`config.mk`:
```
export PLATFORM = sky130hd
export DESIGN_NAME = cc_apb_master
export DESIGN_NICKNAME = d
export VERILOG_FILES = /design/src/rtl/cc_apb_master.sv
export SDC_FILE = /design/constraint.sdc
export NUM_CORES = 1
export LEC_CHECK = 0
export CAP_MARGIN = 5
export CORE_MARGIN = 3
export CORE_UTILIZATION = 36
export DETAILED_ROUTE_END_ITERATION = 8
export GPL_ROUTABILITY_DRIVEN = 0
export PLACE_DENSITY = 0.83
export SLEW_MARGIN = 20
export SYNTH_ARGS = -nofsm -noshare
export SYNTH_HDL_FRONTEND = slang
export SYNTH_SLANG_ARGS = --single-unit
export TNS_END_PERCENT = 5
```
`constraint.sdc`:
```
create_clock -name clk -period 3.1 [get_ports clk]
set_clock_uncertainty 0.2 [all_clocks]
set_input_delay 0.62 -clock clk [delete_from_list [all_inputs] [get_ports clk]]
set_output_delay 0.62 -clock clk [all_outputs]
set_load 0.1 [all_outputs]
```
`src/rtl/cc_apb_master.sv`:
```
// APB initiator for the cache-controller configuration path.
// Takes one register request over valid/ready, runs a single SETUP/ACCESS
// transfer, and returns read data and error status on a valid/ready response
// channel. A wait-state watchdog aborts transfers to a slave that never answers.
module cc_apb_master #(
    parameter int ADDR_W      = 12,
    parameter int DATA_W      = 32,
    parameter int TIMEOUT_CYC = 16
) (
    input  logic              clk,
    input  logic              rst,
    input  logic              req_valid_i,
    output logic              req_ready_o,
    input  logic              req_write_i,
    input  logic [ADDR_W-1:0] req_addr_i,
    input  logic [DATA_W-1:0] req_wdata_i,
    output logic              rsp_valid_o,
    input  logic              rsp_ready_i,
    output logic [DATA_W-1:0] rsp_rdata_o,
    output logic              rsp_err_o,
    output logic              psel_o,
    output logic              penable_o,
    output logic [ADDR_W-1:0] paddr_o,
    output logic              pwrite_o,
    output logic [DATA_W-1:0] pwdata_o,
    input  logic              pready_i,
    input  logic [DATA_W-1:0] prdata_i,
    input  logic              pslverr_i
);

    typedef enum logic [1:0] {
        S_IDLE,
        S_SETUP,
        S_ACCESS,
        S_RESP
    } state_t;

    // A zero-width counter is illegal, so the disabled watchdog keeps one bit.
    localparam int CNT_W = (TIMEOUT_CYC == 0) ? 1 : $clog2(TIMEOUT_CYC + 1);
    // Count value during the last allowed ACCESS cycle.
    localparam logic [CNT_W-1:0] CNT_LAST = CNT_W'((TIMEOUT_CYC == 0) ? 0 : TIMEOUT_CYC - 1);

    state_t            r_state;
    state_t            w_next;
    logic [CNT_W-1:0]  r_wait_cnt;
    logic [ADDR_W-1:0] r_paddr;
    logic              r_pwrite;
    logic [DATA_W-1:0] r_pwdata;
    logic [DATA_W-1:0] r_rdata;
    logic              r_err;
    logic              w_accept;
    logic              w_done;
    logic              w_tmo;

    // State register; reset drops psel/penable immediately since they decode from state.
    always_ff @(posedge clk or posedge rst) begin
        if (rst) begin
            r_state <= S_IDLE;
        end else begin
            r_state <= w_next;
        end
    end

    // Next-state decode and state-derived handshake/APB control outputs.
    always_comb begin
        w_next      = r_state;
        req_ready_o = 1'b0;
        rsp_valid_o = 1'b0;
        psel_o      = 1'b0;
        penable_o   = 1'b0;
        w_accept    = 1'b0;
        w_done      = 1'b0;
        w_tmo       = 1'b0;
        case (r_state)
            S_IDLE: begin
                req_ready_o = 1'b1;
                if (req_valid_i) begin
                    w_accept = 1'b1;
                    w_next   = S_SETUP;
                end
            end
            S_SETUP: begin
                psel_o = 1'b1;
                w_next = S_ACCESS;
            end
            S_ACCESS: begin
                psel_o    = 1'b1;
                penable_o = 1'b1;
                // pready wins over a timeout landing on the same cycle.
                if (pready_i) begin
                    w_done = 1'b1;
                    w_next = S_RESP;
                end else if ((TIMEOUT_CYC != 0) && (r_wait_cnt == CNT_LAST)) begin
                    w_tmo  = 1'b1;
                    w_next = S_RESP;
                end
            end
            S_RESP: begin
                rsp_valid_o = 1'b1;
                if (rsp_ready_i) begin
                    w_next = S_IDLE;
                end
            end
            default: w_next = S_IDLE;
        endcase
    end

    // ACCESS wait-state counter; held at zero in every other state.
    always_ff @(posedge clk or posedge rst) begin
        if (rst) begin
            r_wait_cnt <= '0;
        end else if (r_state == S_ACCESS) begin
            r_wait_cnt <= r_wait_cnt + CNT_W'(1);
        end else begin
            r_wait_cnt <= '0;
        end
    end

    // Request latch; APB address/direction/data hold between transfers.
    always_ff @(posedge clk or posedge rst) begin
        if (rst) begin
            r_paddr  <= '0;
            r_pwrite <= 1'b0;
            r_pwdata <= '0;
        end else if (w_accept) begin
            r_paddr  <= req_addr_i;
            r_pwrite <= req_write_i;
            r_pwdata <= req_wdata_i;
        end
    end

    // Response capture on completion or watchdog abort; held afterwards.
    always_ff @(posedge clk or posedge rst) begin
        if (rst) begin
            r_rdata <= '0;
            r_err   <= 1'b0;
        end else if (w_done) begin
            r_rdata <= (r_pwrite || pslverr_i) ? '0 : prdata_i;
            r_err   <= pslverr_i;
        end else if (w_tmo) begin
            r_rdata <= '0;
            r_err   <= 1'b1;
        end
    end

    assign paddr_o     = r_paddr;
    assign pwrite_o    = r_pwrite;
    assign pwdata_o    = r_pwdata;
    assign rsp_rdata_o = r_rdata;
    assign rsp_err_o   = r_err;

endmodule

```
==> flow_summary.toml <==
[synthesis]
avgSynthCellArea_um2 = 15.66
synth_fp_nets = 294
synthCells = 205
ys.warnings.count = 0
synth_seq_cells = 85
synth_cell_types = 23
synth_seq_area_share_pct = 66.25
netlist_area_mm2 = 0.003211

[run]
drv_cap = 0

[placed_design]
placed_cell_area_mm2 = 0.004783
dp_hpwl_mm = 5.854
portBuffers = 164

[worst_hold_path]
hold_class = "flop to flop"
hp-start = "r_wait_cnt[0]$_DFF_PP0_"
min_path_cells = 1
hold_end = "r_wait_cnt[0]$_DFF_PP0_"

[global_routing]
grt_start_max_net_pins = 46
grt_pass1_wl_mm = 12.55
grt_pass1_vias = 2471
overflow = 0
grt.total_usage_pct = 15.66
antenna_found_initial = 0

[detailed_routing]
via_count = 2272
wl_per_cell_um = 16.00
first_pass_iters = 4
detail-route-antenna-nets = 0
vias_per_cell = 4.675
drt_iter0_markers = 35
totalWireLength_mm = 7.774
drc = 0

[setup_path]
path_cells = "inv_1 -> ha_1 -> buf_4"
critPathSlowestCell = "dfrtp_1"
reg2regPathDepth = 6
worst-endpoint-arrival_ns = 1.57
critPathCaptureType = "output port"
crit_start = "r_state[0]$_DFFE_PP0P_"
startpoint_type = "flop"
r2r_start = "r_wait_cnt[0]$_DFF_PP0_"
crit_path_max_incr_delay_ns = 0.41
cp.required_ns = 2.28
r2r_setup_slack_ns = 1.08
worstPathMaxFanout = 10
reg2reg_to = "r_state[1]$_DFFE_PP0P_"
path_class = "flop to output port"

[clock_network]
cts_buffers = 9
clkSinkCount = 85
clk_pin_slew_worst_paths_ns = 0.09
cts_resized = 0
cts_max_level = 3
ctsHoldBuffers = 0
clockBufferDepth = 2
cts_setup_buffers = 0
insertion_delay_ns = 0.33
cts_root_buf = "clkbuf_8"
cts_tree = "done"

[status]
status = "finished, final reports clean"

[timing]
period_minus_slack_ns = 2.386
setup-tns-final_ns = 0
post-route-period-util_pct = 76.98
final-max-slew-violation-count = 0
worstMarginPinSlew_ns = 0.7322
setup-violations-final = 0
finalHoldViolations = 0
rsz0062_at_grt = "no"
hold-worst-slack_ns = 0.2597
relSlewSlack_pct = 51.13
max_freq_mhz = 419.1

[cells_and_area]
nNetsFinal = 465
final_cell_mix = "buf_4 (87), dfrtp_1 (85), clkdlybuf4s50_1 (82)"
final_layout_size_suffix_gt1_share_pct = 40.16
final_common_cell = "buf_4"
syn_to_final_growth_pct = 55.30
diodes = 0
stdcell_area_mm2 = 0.004986

[die]
die_y_um = 100.4
initial_core_util_pct = 38.12
dieArea_mm2 = 0.01009
std_cell_rows = 33
coreArea_mm2 = 0.008423
die_x_um = 100.4
io_pins = 165
flip-flops by register name (all words and copies together), names as in the netlist:
register and flops:
pwdata_o 32, rsp_rdata_o 32, paddr_o 12, r_wait_cnt 5, r_state 2, pwrite_o 1, rsp_err_o 1
worst max-delay path by stage:
stage | to | slack [ns] | cells after the start
floorplan | paddr_o[0]$_DFFE_PP0P_ | 0.09 | 1
global placement | pwdata_o[15]$_DFFE_PP0P_ | 0.76 | 4
detailed placement | pwdata_o[3]$_DFFE_PP0P_ | 0.74 | 4
CTS | penable_o | 0.68 | 3
global route | penable_o | 0.60 | 3
finish | penable_o | 0.71 | 3
synth_stat cells (all sizes together):
library cell  number  area (µm²)
dfrtp             85        2127
mux2              46       518.0
a22o              32       280.3
buf               10       57.55
inv                7       26.28
ha                 6       75.07
and2               3       18.77
nor2               3       13.77
nor2b              2       12.51
a21boi             1       7.510
a222oi             1       10.01
a22oi              1       7.510
a2bb2oi            1       8.760
and3               1       6.260
nand2              1       6.260
nand3              1       5.000
nand3b             1       7.510
o21ai              1       5.000
xnor2              1       8.760
xor2               1       8.760
per-layer routing:
| metal | wire length [µm] | GRT usage [%] |
|---|---|---|
| met1 | 3041 | 19.41 |
| met2 | 4167 | 27.37 |
| met3 | 477 | 3.058 |
| met4 | 88 | 5.181 |
| met5 | 0 | 0 |
stage by stage:
stage	worst slack, ns	utilization [%]	instances
2_1_floorplan	0.08650	-	205
3_3_place_gp	0.7620	56.79	470
3_5_place_dp	0.7431	56.79	470
4_1_cts	0.6805	59.19	486
5_1_grt	0.5968	59.19	486
6_report	0.7137	59.19	486
final cells by class:
cell class	count	area (µm²)
Sequential cell	85	2127
Tap cell	105	131.4
Multi-Input combinational cell	103	1003
Inverter	7	27.53
Timing Repair Buffer	170	1494
Clock inverter	7	78.83
Clock buffer	9	123.9
Fill cell	689	3437
critical path: cells and delay by family, from the launching register on:
| kind | cells | cell delay [ns] |
|---|---|---|
| buffers and inverters | 2 | 0.47 |
| adders and majority gates | 1 | 0.35 |
| DFF | 1 | 0.41 |
cells by family after synthesis:
group | count (synthesis) | share of synthesized area (%)
fa+ha+maj | 6 | 2.338
compound gates | 37 | 9.938
simple gates | 12 | 2.183
xor+xnor | 2 | 0.5457
flops | 85 | 66.25
buf+inv | 17 | 2.611
mux | 46 | 16.13
Power is not shown: default switching activity piles up to over one toggle a cycle in this logic, so the estimate is an artifact.
